### config.mk
export PLATFORM = sky130hd
export DESIGN_NAME = router_fifo
export DESIGN_NICKNAME = d
export VERILOG_FILES = /design/src/rtl/router_fifo.sv
export SDC_FILE = /design/constraint.sdc
export NUM_CORES = 1
export LEC_CHECK = 0
export BUFFER_PORTS_ARGS = -buffer_cell sky130_fd_sc_hd__buf_4
export CORE_MARGIN = 4
export CORE_UTILIZATION = 50
export DETAILED_ROUTE_END_ITERATION = 6
export PLACE_DENSITY = 0.67
export SLEW_MARGIN = 25
export SYNTH_ARGS = -nofsm -noshare
export SYNTH_HDL_FRONTEND = slang
export SYNTH_SLANG_ARGS = --single-unit
### constraint.sdc
create_clock -name router_clock -period 2.9 [get_ports router_clock]
set_clock_uncertainty 0.15 [all_clocks]
set_input_delay 0.435 -clock router_clock [delete_from_list [all_inputs] [get_ports router_clock]]
set_output_delay 0.435 -clock router_clock [all_outputs]
set_load 0.01 [all_outputs]
### src/rtl/router_fifo.sv
// Per-destination output buffer of the 1x3 router with header marking and packet byte count.
// Optional sticky drop/underflow flag: define ROUTER_FIFO_DROP_FLAG_EN.
module router_fifo #(
    parameter int ADDR_W = 4,
    parameter int WIDTH  = 8
) (
    input  logic             router_clock,
    input  logic             resetn,
    input  logic             soft_reset,
    input  logic             write_enb,
    input  logic             lfd_state,
    input  logic [WIDTH-1:0] data_in,
    input  logic             read_enb,
    output logic [WIDTH-1:0] data_out,
    output logic             data_out_valid,
    output logic [6:0]       pkt_count,
    output logic             full,
`ifdef ROUTER_FIFO_DROP_FLAG_EN
    output logic             drop_err,
`endif
    output logic             empty
);

    localparam int DEPTH = 2 ** ADDR_W;

    logic [WIDTH:0]     r_mem [DEPTH];
    logic [ADDR_W:0]    r_wr_ptr;
    logic [ADDR_W:0]    r_rd_ptr;
    logic [WIDTH-1:0]   r_data_out;
    logic               r_valid;
    logic [6:0]         r_pkt_count;

    logic               w_full;
    logic               w_empty;
    logic               w_wr_en;
    logic               w_rd_en;
    logic [WIDTH:0]     w_rd_word;
    logic [6:0]         w_hdr_len;

    assign w_empty = (r_wr_ptr == r_rd_ptr);
    assign w_full  = (r_wr_ptr[ADDR_W] != r_rd_ptr[ADDR_W]) &&
                     (r_wr_ptr[ADDR_W-1:0] == r_rd_ptr[ADDR_W-1:0]);
    assign w_wr_en = write_enb && !w_full;
    assign w_rd_en = read_enb && !w_empty;

    assign w_rd_word = r_mem[r_rd_ptr[ADDR_W-1:0]];
    // Header length field counts payload; +1 accounts for the parity byte.
    assign w_hdr_len = {1'b0, w_rd_word[7:2]} + 7'd1;

    always_ff @(posedge router_clock) begin
        if (resetn && !soft_reset && w_wr_en) begin
            r_mem[r_wr_ptr[ADDR_W-1:0]] <= {lfd_state, data_in};
        end
    end

    always_ff @(posedge router_clock) begin
        if (!resetn || soft_reset) begin
            r_wr_ptr    <= '0;
            r_rd_ptr    <= '0;
            r_data_out  <= '0;
            r_valid     <= 1'b0;
            r_pkt_count <= '0;
        end else begin
            if (w_wr_en) begin
                r_wr_ptr <= r_wr_ptr + 1'b1;
            end
            if (w_rd_en) begin
                r_rd_ptr   <= r_rd_ptr + 1'b1;
                r_data_out <= w_rd_word[WIDTH-1:0];
                r_valid    <= 1'b1;
                if (w_rd_word[WIDTH]) begin
                    r_pkt_count <= w_hdr_len;
                end else if (r_pkt_count != 7'd0) begin
                    r_pkt_count <= r_pkt_count - 7'd1;
                end
            end else begin
                r_valid <= 1'b0;
                if (r_pkt_count == 7'd0) begin
                    r_data_out <= '0;
                end
            end
        end
    end

`ifdef ROUTER_FIFO_DROP_FLAG_EN
    logic r_drop_err;

    always_ff @(posedge router_clock) begin
        if (!resetn || soft_reset) begin
            r_drop_err <= 1'b0;
        end else if ((write_enb && w_full) || (read_enb && w_empty)) begin
            r_drop_err <= 1'b1;
        end
    end

    assign drop_err = r_drop_err;
`endif

    assign data_out       = r_data_out;
    assign data_out_valid = r_valid;
    assign pkt_count      = r_pkt_count;
    assign full           = w_full;
    assign empty          = w_empty;

endmodule

# Yosys cells after proc, flatten, opt, wreduce, memory -nomap -nowiden
# Memories as Yosys holds them, arrays and structs flattened. A register that Yosys moved wholly into a read port is not among the register bits.
# Index checks and enable logic that the tools add are counted.
# op_classes
mux,9
n_eq_ne,3
addsub,4
reduce_logical,15
# op_table
op,count
8-bit two-way mux,2
7-bit two-way mux,2
5-bit by 1-bit adder with 5-bit output (second input constant),2
4-bit two-way mux,2
6-bit by 1-bit adder with 7-bit output (second input constant),1
7-bit zero test,1
7-bit nonzero test,1
7-bit by 1-bit subtractor with 7-bit output (second input constant),1
5-bit equality test,1
1-bit logical AND,5
4-bit equality test,1
1-bit zero test,4
2-bit nonzero test,2
1-bit two-way mux,3
2-bit AND reduction,1
1-bit logical OR,1
1-bit != test,1
# word_totals
input_bits,14
ram_bits,144
elab_cells,37
regBits,26
n_memories,1
out_inout_bits,18
# mem_list
name,depth,word_bits,rd,rd_clocked_by_memory_dff,wr,line,text
r_mem,16,9,1,1,1,26,logic [WIDTH:0] r_mem [DEPTH];

# Depth between registers and ports, before layout
# depth
word_depth,7
depth_mapped,9
mapped_depth_nobuf,8

# Worst setup path before layout
# OpenSTA, ideal clock, no wires.
# synth_path
kind,flip-flop to flip-flop
startpoint,register r_wr_ptr[2]
endpoint,memory r_mem[3][0] (netlist bit) (enable)
arrival_ns,1.929
slack_ns,0.434
setup_time_ns,0.387
period_less_slack_ns,2.466
path_buffers,2
stages_incl_launch_ff,8
required_time_ns,2.363
cell_sequence,dfxtp_1 > clkbuf_1 > xnor2_1 > nand4_1 > o21a_1 > buf_2 > nand3_1 > nor3_1
# synth_between
elab_chain_cells,7
# synth_rtl
item,line,text
"start, declared",27,logic [ADDR_W:0] r_wr_ptr;
"start signal, assigned",65,r_wr_ptr <= r_wr_ptr + 1'b1;
4-bit equality test,42,(r_wr_ptr[ADDR_W-1:0] == r_rd_ptr[ADDR_W-1:0]);
1-bit logical AND,41,assign w_full = (r_wr_ptr[ADDR_W] != r_rd_ptr[ADDR_W]) &&
1-bit zero test,43,assign w_wr_en = write_enb && !w_full;
1-bit logical AND,43,
1-bit logical AND,51,if (resetn && !soft_reset && w_wr_en) begin
1-bit two-way mux,51,
1-bit two-way mux (not written as such),52,"r_mem[r_wr_ptr[ADDR_W-1:0]] <= {lfd_state, data_in};"
"end, declared",26,
# Parallel ways exist; a longest one is shown, timed or not.

==> impl_metrics.ini <==
[floorplanning]
design.core.area_um2 = 13800
start_util_pct = 50.9
die-area_um2 = 16100
die_x_um = 127
rows = 43
ios = 32
die_y_um = 127

[hold_path]
hp-class = input pin to flip-flop

[sta]
rsz0062_at_grt = false
max_freq_mhz = 383
slew_headroom_pct = 36.8
finalSetupViolations = 0
hold_viol_final = 0
worstMarginPinSlew_ns = 0.948
drv_slew = 0
timing.final.crit_share_pct = 90.1
finalSetupTns_ns = 0
period_minus_slack_ns = 2.61
whs_ns = 0.153

[pwr]
power_density_nw_per_um2 = 626
ir_drop_mv = 0.399
cellLeakagePower_nw = 2.72

[critical_path]
path_class = flip-flop to flip-flop
critPathCaptureType = flip-flop
critPathMaxFanout = 27
r2r_setup_slack_ns = 0.29
critPathTopFamily = simple AND/OR/NAND/NOR gates
cp_slowest_cell = mux4_1
r2r_end = pkt_count[5]$_SDFFE_PP0P_
ff2ff_path_depth = 7
critical_path_depth = 7
max_stage_delay_ns = 0.60
cp_num_buf_inv = 2
required_ns = 3.10
cp_data_arrival_time_ns = 2.82
start_kind = flip-flop
cp-endpoint = pkt_count[5]$_SDFFE_PP0P_
crit_chain = buf_12 > buf_4 > mux4_1 > a22oi_2 > nand2_2 > or4_1 > a31oi_1

[detailed_routing]
drtPass1Iterations = 6
drc = 0
vias = 3826
drt_iter0_drc = 292
wire_per_inst_um = 21.7
wl_um = 14300
postRouteAntennaNets = 0
via_per_inst = 5.80

[cts]
cts_hold_buf = 0
cts_buffers = 17
cts-resized-gates = 0
cts-root-buf = clkbuf_16
htreeDepth = 4
cts.clk_slew.worst_paths_ns = 0.06
clk-insertion-delay-late_ns = 0.43
cts_tree = built
cts_sinks = 174
clk_path_buf_depth = 2
cts_setup_buffers = 0

[logic_synthesis]
synth_area_leaders = edfxtp_1 61%, mux4_1 9.0%, dfxtp_1 8.5%
synth_cell_types = 43
postSynth.asyncResetShare_pct = 0
synth_top_cells_by_count = 144 x edfxtp_1, 30 x dfxtp_1, 29 x nor2_1
yosysMostFrequentCell = edfxtp_1
yosysSeqAreaShare_pct = 69.9
synth_top_flop_cell = edfxtp_1
ys_seq_elements = 174
synth_area_um2 = 7040
synth_enable_flop_cells = 144
synth_cells = 409
synth_top_area_share_pct = 61.4
synth_nets = 430
synth_warnings = 0
synth_area_per_cell_um2 = 17.2
synth_top_cell_by_area = edfxtp_1

[global_routing]
antenna_found_initial = 0
overflow = 0
grt_use_total_pct = 18.9
grt_pass1_wl_um = 22300
grt_pass1_vias = 3881
grt_max_degree = 37

[layout]
n_antenna_cell = 0
stdcell_count = 660
layout-drive-gt1-share_pct = 23.1
synthToLayoutAreaGrowth_pct = 16.7
nNetsFinal = 488

[flow_run]
cap_violations = 0

[placement]
dpl.cell_count = 628
gp_congestion = 0.775
dp_hpwl_um = 9020
portBuffers = 31

[run_status]
status = completed
[metrics by stage]
step / utilization, % / worst slack [ns] / area [um^2] / power (mW)
floorplan: - / 0.434 / 7040 / 2.86
global placement: 55.1 / 0.318 / 7620 / 2.92
global route: 59.4 / 0.130 / 8220 / 5.32
finish: 59.4 / 0.286 / 8220 / 5.15
CTS: 59.4 / 0.258 / 8220 / 5.19
detailed placement: 55.1 / 0.273 / 7620 / 2.92
[cell families (layout without fill, tap and decap cells)]
logic type / count (synthesis) / in the layout / synth area share, %
adder cells (fa/ha/maj): 7 / 7 / 1.24
XOR/XNOR: 17 / 17 / 2.11
flip-flops: 174 / 174 / 69.9
buffers and inverters: 26 / 97 / 2.08
AND/OR/NAND/NOR: 96 / 96 / 6.34
multiplexers: 40 / 40 / 13.7
AO/OA/AOI/OAI: 49 / 49 / 4.58
[sequential cells by signal, summed over array words and instances (netlist names), named ones only]
register / flops
r_mem: 144
data_out: 8
pkt_count: 7
r_rd_ptr: 5
r_wr_ptr: 5
data_out_valid: 1
[cell usage in the layout (no fill, tap or decap), drive strengths merged, types with 2 or more instances in the layout]
cell type | Yosys | layout
xor2 | 9 | 9
nand4 | 5 | 5
nor2b | 3 | 3
ha | 7 | 7
inv | 4 | 6
nor3 | 7 | 7
a31oi | 2 | 2
nor4 | 2 | 2
o21ai | 6 | 6
nand2 | 25 | 25
o22ai | 2 | 2
bufinv | 0 | 3
nand2b | 5 | 5
or4 | 3 | 3
clkbuf | 12 | 18
xnor2 | 8 | 8
dfxtp | 30 | 30
a22oi | 14 | 14
nor2 | 29 | 29
o21a | 2 | 2
buf | 10 | 61
edfxtp | 144 | 144
clkinvlp | 0 | 3
mux4 | 38 | 38
o31ai | 2 | 2
a22o | 2 | 2
nand3 | 13 | 13
a21oi | 16 | 16
clkinv | 0 | 6
[where the power goes]
part | switching (mW) | internal (mW)
registers | 0.00596 | 2.71
logic | 0.0918 | 0.0611
clock network | 0.924 | 1.35
total | 1.02 | 4.12
[layer usage]
layer	wire length, um	up-vias	GRT usage, %
met3	691	20	4.46
li1	-	1752	-
met5	0	-	0
met1	6130	1954	25.2
met2	7220	100	30.8
met4	292	0	6.75
[area by class of cell]
class / count / area, um^2
Clock buffer: 18 / 429
Clock inverter: 14 / 166
Fill cell: 1050 / 5610
Inverter: 4 / 15.0
Multi-Input combinational cell: 209 / 1970
Sequential cell: 174 / 4930
Tap cell: 180 / 225
Timing Repair Buffer: 61 / 483
[how the worst min path moves through the flow]
stage                        startpoint                        to  slack [ns]  depth (start not counted)
3_5_place_dp   data_out[2]$_SDFFE_PP0P_  data_out[2]$_SDFFE_PP0P_        0.31                          2
2_1_floorplan  data_out[0]$_SDFFE_PP0P_  data_out[0]$_SDFFE_PP0P_        0.34                          2
4_1_cts                      data_in[5]     r_mem[6][5]$_DFFE_PP_        0.14                          1
6_report                     data_in[5]     r_mem[6][5]$_DFFE_PP_        0.15                          1
3_3_place_gp   data_out[0]$_SDFFE_PP0P_  data_out[0]$_SDFFE_PP0P_        0.31                          2
5_1_grt                       lfd_state    r_mem[15][8]$_DFFE_PP_        0.16                          1
[worst reg2reg max path, stage by stage (launching register included)]
cell and delay, ns:
dfxtp_2 0.34, buf_12 0.21, buf_4 0.29, mux4_1 0.61, a22oi_2 0.18, nand2_2 0.10
or4_1 0.51, a31oi_1 0.16
No activity file was read; power rests on OpenSTA's default activity.
